<file path="config.mk">
export PLATFORM = sky130hd
export DESIGN_NAME = countdown_timer32
export DESIGN_NICKNAME = d
export VERILOG_FILES = /design/src/rtl/countdown_timer_pkg.sv /design/src/rtl/tick_prescaler.sv /design/src/rtl/countdown_timer32.sv
export SDC_FILE = /design/constraint.sdc
export NUM_CORES = 1
export LEC_CHECK = 0
export BUFFER_PORTS_ARGS = -buffer_cell sky130_fd_sc_hd__buf_4
export CAP_MARGIN = 5
export CORE_MARGIN = 1.5
export CORE_UTILIZATION = 39
export CTS_CLUSTER_DIAMETER = 120
export DETAILED_ROUTE_END_ITERATION = 10
export MAX_ROUTING_LAYER = met4
export PLACE_DENSITY = 0.71
export SYNTH_ARGS = -nofsm -noshare
export SYNTH_HDL_FRONTEND = slang
export SYNTH_SLANG_ARGS = --single-unit
</file>
<file path="constraint.sdc">
create_clock -name i_clk -period 2.8 [get_ports i_clk]
set_clock_uncertainty 0.1 [all_clocks]
set_input_delay 0.42 -clock i_clk [delete_from_list [all_inputs] [get_ports i_clk]]
set_output_delay 0.42 -clock i_clk [all_outputs]
set_load 0.02 [all_outputs]
</file>
<file path="src/rtl/countdown_timer_pkg.sv">
// rtl/countdown_timer_pkg.sv - state encoding and width default for countdown_timer32
package countdown_timer_pkg;

    localparam int WIDTH_DEF = 32;

    typedef enum logic [1:0] {
        ST_IDLE  = 2'd0,
        ST_RUN   = 2'd1,
        ST_PAUSE = 2'd2,
        ST_DONE  = 2'd3
    } state_e;

endpackage

</file>
<file path="src/rtl/tick_prescaler.sv">
// rtl/tick_prescaler.sv - divides qualified enable cycles into count ticks
module tick_prescaler #(
    parameter int PRESCALE = 1
) (
    input  logic i_clk,
    input  logic i_rstn,
    input  logic i_enable,
    input  logic i_clear,
    input  logic i_hold,
    output logic o_tick
);

    localparam int PW = (PRESCALE > 1) ? $clog2(PRESCALE) : 1;

    logic [PW-1:0] pre_q;
    logic [PW-1:0] pre_d;
    logic          wrap;

    assign wrap   = (pre_q == PW'(PRESCALE - 1));
    assign o_tick = i_enable && !i_hold && wrap;

    // Hold freezes the phase so a resumed run continues mid-interval.
    always_comb begin
        pre_d = pre_q;
        if (i_clear) begin
            pre_d = '0;
        end else if (i_enable && !i_hold) begin
            pre_d = wrap ? '0 : pre_q + PW'(1);
        end
    end

    always_ff @(posedge i_clk or negedge i_rstn) begin
        if (!i_rstn) begin
            pre_q <= '0;
        end else begin
            pre_q <= pre_d;
        end
    end

endmodule

</file>
<file path="src/rtl/countdown_timer32.sv">
// rtl/countdown_timer32.sv - programmable down-counter with pause, auto-reload and expiry pulse
module countdown_timer32
    import countdown_timer_pkg::*;
#(
    parameter int WIDTH    = WIDTH_DEF,
    parameter int PRESCALE = 1
) (
    input  logic             i_clk,
    input  logic             i_rstn,
    input  logic             i_enable,
    input  logic             i_load,
    input  logic [WIDTH-1:0] i_load_value,
    input  logic             i_start,
    input  logic             i_pause,
    input  logic             i_auto_reload,
    output logic [WIDTH-1:0] o_count,
    output logic             o_expired,
    output logic             o_busy,
    output logic [1:0]       o_state
);

    state_e           state_q, state_d;
    logic [WIDTH-1:0] count_q, count_d;
    logic [WIDTH-1:0] reload_q, reload_d;
    logic             expired_q, expired_d;
    logic             pre_clear;
    logic             pre_hold;
    logic             tick;

    // Prescaler only advances while running and not being paused this cycle.
    assign pre_hold = (state_q != ST_RUN) || i_pause;

    tick_prescaler #(
        .PRESCALE (PRESCALE)
    ) u_prescaler (
        .i_clk    (i_clk),
        .i_rstn   (i_rstn),
        .i_enable (i_enable),
        .i_clear  (pre_clear),
        .i_hold   (pre_hold),
        .o_tick   (tick)
    );

    always_comb begin
        state_d   = state_q;
        count_d   = count_q;
        reload_d  = reload_q;
        expired_d = 1'b0;
        pre_clear = 1'b0;
        if (i_load) begin
            count_d   = i_load_value;
            reload_d  = i_load_value;
            state_d   = ST_IDLE;
            pre_clear = 1'b1;
        end else begin
            unique case (state_q)
                ST_IDLE: begin
                    if (!i_pause && i_start && count_q != '0) begin
                        state_d   = ST_RUN;
                        pre_clear = 1'b1;
                    end
                end
                ST_RUN: begin
                    if (i_pause) begin
                        state_d = ST_PAUSE;
                    end else if (tick) begin
                        if (count_q == WIDTH'(1)) begin
                            expired_d = 1'b1;
                            if (i_auto_reload && reload_q != '0) begin
                                count_d = reload_q;
                            end else begin
                                count_d = '0;
                                state_d = ST_DONE;
                            end
                        end else if (count_q != '0) begin
                            count_d = count_q - WIDTH'(1);
                        end
                    end
                end
                ST_PAUSE: begin
                    if (!i_pause && i_start) begin
                        state_d = ST_RUN;
                    end
                end
                ST_DONE: begin
                    if (!i_pause && i_start && reload_q != '0) begin
                        count_d   = reload_q;
                        state_d   = ST_RUN;
                        pre_clear = 1'b1;
                    end
                end
                default: state_d = ST_IDLE;
            endcase
        end
    end

    always_ff @(posedge i_clk or negedge i_rstn) begin
        if (!i_rstn) begin
            state_q   <= ST_IDLE;
            count_q   <= '0;
            reload_q  <= '0;
            expired_q <= 1'b0;
        end else begin
            state_q   <= state_d;
            count_q   <= count_d;
            reload_q  <= reload_d;
            expired_q <= expired_d;
        end
    end

    assign o_count   = count_q;
    assign o_expired = expired_q;
    assign o_busy    = (state_q == ST_RUN);
    assign o_state   = state_q;

endmodule
</file>
==> impl_summary.txt <==
----------------------------------------------------
[GRT]
  Pin count of the biggest net entering global routing ... 68
  Antenna violations before repair ... 0
  Via count of the first global-routing pass ... ~3700
  Remaining global-route overflow ... 0
  Combined global-route utilization of all metal layers ... 24.6%
  Wire length of the first global-routing pass ... between 15000 and 20000 um

[Detailed routing]
  Number of detailed-routing iterations run before antenna repair ... 5
  Average wire per standard cell ... a little under 20 um
  Via-per-instance ratio ... between 6 and 7
  Residual DRC count ... 0
  Number of violations reported at the end of detailed-routing iteration 0 ... 281
  Total vias in the final route ... between 3000 and 4000
  DRT antenna net count ... 0
  Final routed wirelength across all metal layers ... ~12000 um

[Timing]
  Measured slew at the worst slew-check pin ... around 0.86 ns
  Final period util ... between 90% and 100%
  Hold violation count in the final report ... 0
  Slew margin rel. ... around 42%
  Sum of negative setup slack ... 0 ns
  Final critical-path required period ... between 2 and 3 ns
  Final number of setup-violating endpoints ... 0
  Top achievable clock speed ... around 370 MHz
  Max-slew violation count ... 0

[Setup path]
  Critical path launch point type ... register
  Path depth of the worst reg2reg path ... 7
  Nature of the critical path endpoint ... register
  CP Class ... register to register
  CP Data Arrival Time ... ~2.9 ns
  Required time reported for the critical path endpoint ... slightly below 3 ns
  Max FO, Critical Path ... 6

[Final layout]
  Final antenna diode count ... 0
  Layout Area Growth over Synthesis ... 28.2%
  Filler Cells Inserted ... a little over 900
  Net count of the finished layout ... 520
  Post-layout utilization of the core ... 51.1%
  Share of final-layout standard cells stronger than drive strength 1 ... between 30 and 40%

[Pwr]
  Power per standard cell area ... between 500 and 600 nW/um2
  IR drop worst, VDD ... approximately 0.25 mV
  Leakage component of the power ... around 2.1 nW

[Die]
  Placeable core region ... roughly 9700 um2
  Die Y ... ~100 um
  Cell row count ... 36
  Area enclosed by the die boundary ... roughly 11000 um2
  Effective utilization at floorplan ... between 30% and 40%
  Top Ports ... 75
  Horiz. Die Dim ... 103 um

[Synthesis]
  Number of flops mapped to enable cells by yosys ... 0
  Number of distinct library cells after synthesis ... 55
  Top-count cell post-synth ... dfrtp_1
  Gate Count Post-Synth ... around 390
  Fraction of registers with async set or reset after synthesis ... 100%
  Sequential element share of the synthesized area ... approximately 43%
  Predominant post-synthesis flop cell ... dfrtp_1
  Synth area leaders ... dfrtp_1 (43%), mux2_2 (8.1%), o2bb2ai_1 (5.2%)
  Net count of the mapped netlist ... between 400 and 500
  Number of synthesized register bits ... 67
  Count of synthesis-stage warnings from yosys ... 0
  Commonest cells post-synth ... dfrtp_1 (67), mux2_2 (28), o2bb2ai_1 (23)
  Library cell with the largest summed area after synthesis ... dfrtp_1
  Area fraction of the dominant cell type after synthesis ... a little over two fifths
  Total standard cell area after synthesis ... ~3900 um2
  Average footprint of a synthesized cell ... around 10 um2

[CTS]
  CTS Sinks ... 67
  Clock latency of the later-clocked register in the worst-skew pair ... around 0.35 ns
  Num CTS Buffers ... 9
  CTS Buffer Depth ... 2
  H-tree levels ... 3
  CTS tree ... built
  Clock transition at path regs ... roughly 0.070 ns
  CTS Root Cell ... clkbuf_8

[Placed design]
  Detailed-placement wirelength estimate ... 8670 um
  Count of buffers from port buffering ... 74
  Placer Congestion ... slightly above 0.9

[Job]
  Number of max-capacitance violations reported ... 0

[Min path]
  Worst hold-check path type ... primary input to asynchronous set/reset pin

[Status]
  Run status ... finished, final reports clean

----------------------------------------------------
-- routing by layer --
layer / global-route usage (%) / wire length [um] / share of wire (%) / up-vias
met1: 31.0 / 5040 / 42 / 1873
met2: 39.4 / 5910 / 49 / 173
met5: - / 0 / 0 / -
met4: 8.21 / 208 / 1.7 / 0
met3: 5.29 / 922 / 7.6 / 18
li1: - / - / - / 1705
-- worst max-delay path, cell delays in order, from the launching register on --
cell     delay, ns
dfrtp_1       0.43
nor4_2        0.40
nand4_1       0.29
or3_1         0.43
o22a_1        0.26
and2_0        0.35
buf_4         0.25
a31oi_1       0.12
-- cells by family (layout without fill, tap and decap cells) --
group,after synthesis,in the layout,share of synthesized area (%)
AO/OA/AOI/OAI,113,113,23.1
multiplexers,28,28,8.12
adder cells (fa/ha/maj),3,3,0.967
buffers and inverters,39,131,4.16
XOR/XNOR,9,9,2.03
AND/OR/NAND/NOR,130,130,18.4
flip-flops,67,67,43.2
-- per-stage QoR --
step                setup slack, ns  instance area (um2)  hold slack [ns]  power, mW  cells
floorplan                    0.0625                 3880           0.0244       1.64    389
detailed placement            0.126                 4740            0.398       2.01    598
CTS                           0.105                 4940            0.110       2.84    612
global placement              0.129                 4740            0.399       1.99    598
finish                       0.0946                 4980           0.0595       2.84    614
global route                -0.0370                 4980            0.148       2.97    614
-- worst paths after layout --
path                                     startpoint                       end  slack, ns
setup / recovery            o_count[25]$_DFFE_PN0P_   o_count[13]$_DFFE_PN0P_       0.09
hold / removal                               i_rstn  reload_q[25]$_DFFE_PN0P_       0.06
setup reg to reg            o_count[25]$_DFFE_PN0P_   o_count[13]$_DFFE_PN0P_       0.09
hold reg to reg            reload_q[23]$_DFFE_PN0P_  reload_q[23]$_DFFE_PN0P_       0.42
max in group asynchronous                    i_rstn  reload_q[22]$_DFFE_PN0P_       1.95
min in group i_clk                 i_load_value[14]  reload_q[14]$_DFFE_PN0P_       0.20
-- registers in the layout, indices dropped and copies added, names as in the netlist --
register and count:
o_count 32, o_expired 1, o_state 2, reload_q 32
-- where the power goes --
| group | internal [mW] | switching [mW] | leakage, nW | total (mW) |
|---|---|---|---|---|
| registers | 1.09 | 0.154 | 0.804 | 1.24 |
| clock network | 0.473 | 0.358 | 0.104 | 0.831 |
| logic | 0.351 | 0.413 | 1.16 | 0.765 |
| total | 1.91 | 0.925 | 2.07 | 2.84 |
-- cells in the final DEF, fill, tap and decap left out, types with 9 or more instances in the layout --
master / instances
a221oi_1: 20
a21oi_1: 10
mux2_2: 28
nor2_1: 20
nand3_1: 22
nor3_1: 16
buf_4: 110
o21ai_0: 11
o211ai_1: 10
nand4_1: 9
nand2_1: 21
clkbuf_8: 12
nor4_1: 11
dfrtp_1: 67
o2bb2ai_1: 23
-- layout make-up --
class	count	area, um2	area share (%)
repair buffers	111	846	17.0
multi-input cells	283	2060	41.5
clock inverters	2	35.0	0.704
inverters	6	22.5	0.453
clock buffers	12	165	3.32
well taps	133	166	3.34
flip-flops and latches	67	1680	33.7
-- repair_timing --
action | 4_1_cts | 5_1_grt
buffers inserted | 0 | 2
hold buffers | 0 | 0
endpoints found under the setup margin | 0 | 27
resized for setup | 0 | 3
hold endpoints to repair | 0 | 0
(Power assumes the default switching activity.)
